==> config.mk <==
export PLATFORM = sky130hd
export DESIGN_NAME = rob_commit
export DESIGN_NICKNAME = d
export VERILOG_FILES = /design/src/rtl/rob_commit.sv
export SDC_FILE = /design/constraint.sdc
export NUM_CORES = 1
export LEC_CHECK = 0
export CORE_ASPECT_RATIO = 0.6
export CORE_MARGIN = 1
export CORE_UTILIZATION = 43
export DETAILED_ROUTE_END_ITERATION = 10
export PLACE_DENSITY_LB_ADDON = 0.3
export SLEW_MARGIN = 20
export SYNTH_ARGS = -nofsm -noshare
export SYNTH_HDL_FRONTEND = slang
export SYNTH_SLANG_ARGS = --single-unit
==> constraint.sdc <==
create_clock -name clk -period 4.89 [get_ports clk]
set_clock_uncertainty 0.05 [all_clocks]
set_input_delay 0.489 -clock clk [delete_from_list [all_inputs] [get_ports clk]]
set_output_delay 0.489 -clock clk [all_outputs]
set_load 0.02 [all_outputs]
==> src/rtl/rob_commit.sv <==
// ROB commit stage: retires the head entry, issues stores to data memory and
// waits for their ack, then writes back and releases the ROB tag.
// Optional COMMIT_PERF_CNT_EN enables the retire / store-stall counters.
module rob_commit #(
  parameter int unsigned ADDR = 7
) (
  input  logic            clk,
  input  logic            rstn,
  input  logic            head_valid,
  input  logic            rob_empty,
  input  logic [ADDR-1:0] head_idx,
  input  logic [113:0]    rob_entry,
  input  logic            dmem_ack,
  output logic            head_pop,
  output logic            rf_we,
  output logic [4:0]      rf_wa,
  output logic [31:0]     rf_wd,
  output logic            dmem_req,
  output logic [31:0]     dmem_addr,
  output logic [31:0]     dmem_wd,
  output logic            tag_rel_valid,
  output logic [ADDR-1:0] tag_rel_idx,
  output logic            busy,
  output logic [31:0]     retire_cnt,
  output logic [31:0]     stall_cnt
);

  localparam int unsigned DATA_W = 32;
  localparam int unsigned REG_W  = 5;

  typedef enum logic {IDLE, STORE_WAIT} state_t;

  state_t r_state, w_state_nxt;

  logic              w_commit, w_store_start;
  logic              w_ret_rw;
  logic [REG_W-1:0]  w_ret_dest;
  logic [DATA_W-1:0] w_ret_result;
  logic [ADDR-1:0]   w_ret_idx;

  logic              r_cap_rw;
  logic [REG_W-1:0]  r_cap_dest;
  logic [DATA_W-1:0] r_cap_result;
  logic [ADDR-1:0]   r_cap_idx;

  logic              r_dmem_req, r_rf_we, r_tag_rel_valid;
  logic [DATA_W-1:0] r_dmem_addr, r_dmem_wd, r_rf_wd;
  logic [REG_W-1:0]  r_rf_wa;
  logic [ADDR-1:0]   r_tag_rel_idx;

  // Branch flag, upper control bits and pc_plus4 are not needed at commit.
  logic w_unused_entry;
  assign w_unused_entry = ^{rob_entry[43:34], rob_entry[31:0]};

  assign w_commit = head_valid & ~rob_empty & rob_entry[113];

  always_ff @(posedge clk or negedge rstn) begin
    if (!rstn) r_state <= IDLE;
    else       r_state <= w_state_nxt;
  end

  // Next state, retire pulse and retire-field selection (live entry or captured store).
  always_comb begin
    w_state_nxt   = r_state;
    head_pop      = 1'b0;
    w_store_start = 1'b0;
    w_ret_rw      = rob_entry[32];
    w_ret_dest    = rob_entry[112:108];
    w_ret_result  = rob_entry[107:76];
    w_ret_idx     = head_idx;
    case (r_state)
      IDLE: begin
        if (w_commit) begin
          if (rob_entry[33]) begin
            w_store_start = 1'b1;
            w_state_nxt   = STORE_WAIT;
          end else begin
            head_pop = 1'b1;
          end
        end
      end
      STORE_WAIT: begin
        w_ret_rw     = r_cap_rw;
        w_ret_dest   = r_cap_dest;
        w_ret_result = r_cap_result;
        w_ret_idx    = r_cap_idx;
        if (dmem_ack) begin
          head_pop    = 1'b1;
          w_state_nxt = IDLE;
        end
      end
      default: w_state_nxt = IDLE;
    endcase
    if (!rstn) head_pop = 1'b0;
  end

  // Store request and captured entry, held stable through STORE_WAIT.
  always_ff @(posedge clk or negedge rstn) begin
    if (!rstn) begin
      r_dmem_req   <= 1'b0;
      r_dmem_addr  <= '0;
      r_dmem_wd    <= '0;
      r_cap_rw     <= 1'b0;
      r_cap_dest   <= '0;
      r_cap_result <= '0;
      r_cap_idx    <= '0;
    end else if (w_store_start) begin
      r_dmem_req   <= 1'b1;
      r_dmem_addr  <= rob_entry[107:76];
      r_dmem_wd    <= rob_entry[75:44];
      r_cap_rw     <= rob_entry[32];
      r_cap_dest   <= rob_entry[112:108];
      r_cap_result <= rob_entry[107:76];
      r_cap_idx    <= head_idx;
    end else if ((r_state == STORE_WAIT) && dmem_ack) begin
      r_dmem_req <= 1'b0;
    end
  end

  // Writeback and tag release one cycle after each retire.
  always_ff @(posedge clk or negedge rstn) begin
    if (!rstn) begin
      r_rf_we         <= 1'b0;
      r_rf_wa         <= '0;
      r_rf_wd         <= '0;
      r_tag_rel_valid <= 1'b0;
      r_tag_rel_idx   <= '0;
    end else begin
      r_rf_we         <= head_pop & w_ret_rw & (w_ret_dest != REG_W'(0));
      r_tag_rel_valid <= head_pop;
      if (head_pop) begin
        r_rf_wa       <= w_ret_dest;
        r_rf_wd       <= w_ret_result;
        r_tag_rel_idx <= w_ret_idx;
      end
    end
  end

  assign dmem_req      = r_dmem_req;
  assign dmem_addr     = r_dmem_addr;
  assign dmem_wd       = r_dmem_wd;
  assign rf_we         = r_rf_we;
  assign rf_wa         = r_rf_wa;
  assign rf_wd         = r_rf_wd;
  assign tag_rel_valid = r_tag_rel_valid;
  assign tag_rel_idx   = r_tag_rel_idx;
  assign busy          = (r_state == STORE_WAIT);

`ifdef COMMIT_PERF_CNT_EN
  logic [DATA_W-1:0] r_retire_cnt, r_stall_cnt;

  always_ff @(posedge clk or negedge rstn) begin
    if (!rstn) begin
      r_retire_cnt <= '0;
      r_stall_cnt  <= '0;
    end else begin
      if (head_pop)               r_retire_cnt <= r_retire_cnt + DATA_W'(1);
      if (r_state == STORE_WAIT)  r_stall_cnt  <= r_stall_cnt + DATA_W'(1);
    end
  end

  assign retire_cnt = r_retire_cnt;
  assign stall_cnt  = r_stall_cnt;
`else
  assign retire_cnt = '0;
  assign stall_cnt  = '0;
`endif

endmodule

# [After elaboration in Yosys (flattened, before gate mapping)]
# Index checks and enable logic that the tools add are counted.
# W data, S select, Z words.
[op_classes] n_mux=16 n_bitwise=6 reduce_logical=3
[op_table] op="$mux W32" count=1
[op_table] op="$mux W1" count=11
[op_table] op="$mux W7" count=1
[op_table] op="$mux W5" count=1
[op_table] op="$reduce_bool A5 Y1" count=1
[op_table] op="$and A1 B1 Y1" count=4
[op_table] op="$pmux W1 S2" count=2
[op_table] op="$not A1 Y1" count=2
[op_table] op="$reduce_bool A2 Y1" count=1
[op_table] op="$logic_and A1 B1 Y1" count=1
[totals] ff_bits=125 input_bits=126 out_inout_bits=177 word_cells=37

# [Depth between registers and ports, before layout]
[logic_depth] word_depth=8 mapped_depth=6

# [Least setup slack after synthesis]
# OpenSTA, ideal clock, no wires.
[synth_path] path_type="reg2out" startpoint="reg r_state, in the netlist busy" endpoint="out head_pop" arrival_time_ns=1.232 required_ns=4.351 path_slack_ns=3.119 stages_incl_launch_ff=6 path_cell_list="dfrtp_1 -> buf_2 -> nand2b_1 -> o2111a_1 -> buf_4 -> buf_6"
[synth_via] elab_chain_cells=3
[synth_lines] element="start: declaration" line="33" text="state_t r_state, w_state_nxt;"
[synth_lines] element="start signal: assignment" line="59" text="else r_state <= w_state_nxt;"
[synth_lines] element="$not A1 Y1"
[synth_lines] element="$pmux W1 S2 (*)" line="71" text="case (r_state)"
[synth_lines] element="$mux W1 (*)" line="94" text="if (!rstn) head_pop = 1'b0;"
[synth_lines] element="end: declaration" line="14" text="output logic head_pop,"
# Mark *: on every way between the ends. The rest lies on a longest branch, timed or not.

# [Worst setup path after layout]
# Ends and elaborated chain as after synthesis.

==> results.md <==
* Initial core utilization at 0.4462
* Simple logic cell fraction of the synthesized area at 0.01358
* Reg-to-reg slack, setup at 2.34 ns
* Drt wl/cell at 16.46 um
* Final min period at 3.109 ns
* Drt pass-1 iters at 7
* RSZ-0062 raised after global routing: no
* Clk slew on worst S/H paths at 0.06 ns
* CTS tree: done
* Clock buffers created by TritonCTS at 17
* Adder and majority gate portion of the synthesized area at 0
* Later-pin clock latency in the skew report at 0.40 ns
* Final Hold Viols at 0
* Nets at 717
* Crit path setup slack, layout at 1.781 ns
* CTS root buf: clkbuf_16
* Achievable Freq at 321.7 MHz
* Top post-synthesis cells by area: dfrtp_1, mux2_2, buf_4
* Static leakage at 3.544 nW
* Die area at 13990 sq um
* Total track usage at 0.1896
* Global-route met1 utilization at 0.2376
* Routability Congestion at 0.6997
* Worst Setup Start Kind: register
* Status: complete, but fails checks
* Setup Buffers After CTS at 0
* Type of the worst min-delay path: primary input to async pin
* Crit Path Class: register to output port
* Post-Synth XOR/XNOR Area at 0
* Synth top area share at 0.5388
* Critical path origin: busy$_DFF_PN0_
* Mux contribution to synthesized area at 0.3343
* Power Total at 4.238 mW
* Yosys warns at 0
* Top Usage Layer GRT: met2
* Max Fanout on Critical Path at 29
* GR Layer Usage met3 at 0.07467
* CP Capture Type: output port
* Layout cells sized above 1 at 0.3427
* FF-to-FF Start: busy$_DFF_PN0_
* Area after DPL at 7636 sq um
* Routed WL at 12740 um
* Hold_buf cts at 0
* CORE AREA at 13010 sq um
* Post-DRT Antenna Nets at 0
* DRC errors left at 34
* Post-CTS Resized at 0
* Cell with the most instances after synthesis: mux2_2
* Global route overflow at 0
* Worst vdd rail ir drop at 0.0002021 V
* First-pass GRT wire length at 20450 um
* WP data arrival at 2.57 ns
* RR Endpoint: rf_wd[8]$_DFFE_PN0P_
* # clock sinks at 125
* Seq cells post-synth at 125
* Die height at 92.01 um
* Vias at 3575
* HPWL after DPL at 8623 um
* Port bufs at 196
* Largest net degree at the start of global routing at 66
* MaxCap Viol Count at 0
* Die W at 152.0 um
* Initial drt markers at 117
* Multi-input logic area at 2290 sq um
* Synthesized instance count at 391
* Reg2Reg Depth at 5
* Setup violators final at 0
* CP endpoint: head_pop
* Synth area leader: dfrtp_1
* CTS H-tree lvls at 4
* Req. time, crit path at 4.35 ns
* Worst Tran Pin Value at 0.8151 ns
* Met2 usage at 0.3029
* Number of global-route vias before repair at 3828
* Clock buffer depth at 2
* Unique cell type count in the Yosys netlist at 20
* Tcrit/Tclk final at 0.6357
* Post-synth ARST share at 1.000
* Antenna diode count at 0
* Initial antenna violation count at 0
* Rel. slew slack at 0.4566
* Compound-gate portion of the synthesized area at 0.004310
* EDFF count, synth at 0
* Failing checks: DRC
* Vias per cell at 4.619
* Cell Rows at 32
* Synth top cells by count: mux2_2, dfrtp_1, buf_4
* Register Area at 3129 sq um
* # IOs at 303
* Mean post-synth cell area at 14.85 sq um
* Pre-CTS setup slack at 1.979 ns
* Setup_tns at 0 ns
* Pwr/cell area at 510.9 nW/um^2
* Main synth FF type: dfrtp_1
* Pins Over Slew Limit at 0
* # fillers at 973
* Largest family of logic cells by synthesized area: multiplexers
* Syn Std Cell Area at 5806 sq um
* Post-synthesis sequential area ratio at 0.5388
* Area delta synth->final at 42.87%
* Design area at 8294 sq um
[cell type report]
class | instances | area share
clock buffer | 19 | 0.05340
clock inverter | 13 | 0.02595
multi-input combinational | 245 | 0.2761
sequential | 125 | 0.3773
tap | 170 | 0.02564
timing repair buffer | 202 | 0.2417
[per-stage QoR]
| step | std cells | hold WS, ns | util |
|---|---|---|---|
| 6_report | 774 | 0.2305 | 0.6374 |
| 3_5_place_dp | 742 | 0.4311 | 0.5868 |
| 2_1_floorplan | 454 | 0.1434 | - |
| 5_1_grt | 774 | 0.2827 | 0.6374 |
| 4_1_cts | 774 | 0.2391 | 0.6374 |
| 3_3_place_gp | 742 | 0.4127 | 0.5868 |
[critical path, cell delays in order (launching register included)]
cell and delay (ns):
dfrtp_2 0.79, buf_4 0.49, nand2b_1 0.13, o2111a_2 0.18, clkdlybuf4s50_1 0.56
[sequential cells by signal (all words and copies together), names as in the netlist]
name and count:
dmem_addr 32, dmem_wd 32, rf_wd 32, r_cap_idx 7, tag_rel_idx 7, r_cap_dest 5
rf_wa 5, busy 1, dmem_req 1, r_cap_rw 1, rf_we 1, tag_rel_valid 1
[metal layers]
| layer | routed length [um] | up-vias |
|---|---|---|
| li1 | - | 1646 |
| met1 | 5500 | 1782 |
| met2 | 5975 | 139 |
| met3 | 1173 | 8 |
| met4 | 91 | 0 |
| met5 | 0 | - |
[where the power goes]
part,switching (mW),internal [mW],leakage (nW)
clock network,0.466,0.921,0.306
registers,0.168,1.32,1.51
logic,0.619,0.746,1.73
total,1.25,2.98,3.54
[kinds of logic after synthesis]
family,count (synthesis)
AND/OR/NAND/NOR,12
AO/OA/AOI/OAI,3
other,1
flip-flops,125
buffers and inverters,84
multiplexers,166
[placed cells by master (no fill, tap or decap)]
| cell type | count |
|---|---|
| clkbuf_16 | 17 |
| dfrtp_2 | 1 |
| o2111a_2 | 1 |
| buf_4 | 7 |
| dfrtp_1 | 124 |
| clkinv_4 | 4 |
| o22ai_1 | 1 |
| nand2_1 | 2 |
| nor3b_1 | 1 |
| nor4b_1 | 1 |
| conb_1 | 64 |
| nor4_1 | 1 |
| clkdlybuf4s50_1 | 195 |
| clkinvlp_4 | 4 |
| and3b_4 | 1 |
| clkbuf_8 | 1 |
| nand2b_1 | 2 |
| bufinv_16 | 5 |
| a21o_1 | 1 |
| and3_1 | 1 |
| mux2_4 | 19 |
| mux2_2 | 147 |
| nand3b_1 | 1 |
| clkbuf_1 | 1 |
| nor3_1 | 1 |
| and3b_1 | 1 |
[worst min path at each step]
stage / endpoint
after floorplan: busy$_DFF_PN0_
after global placement: dmem_req$_DFFE_PN0P_
after detailed placement: dmem_req$_DFFE_PN0P_
after CTS: dmem_addr[16]$_DFFE_PN0P_
after global routing: rf_wd[22]$_DFFE_PN0P_
final: rf_wd[7]$_DFFE_PN0P_
No activity file was read; power rests on OpenSTA's default activity.
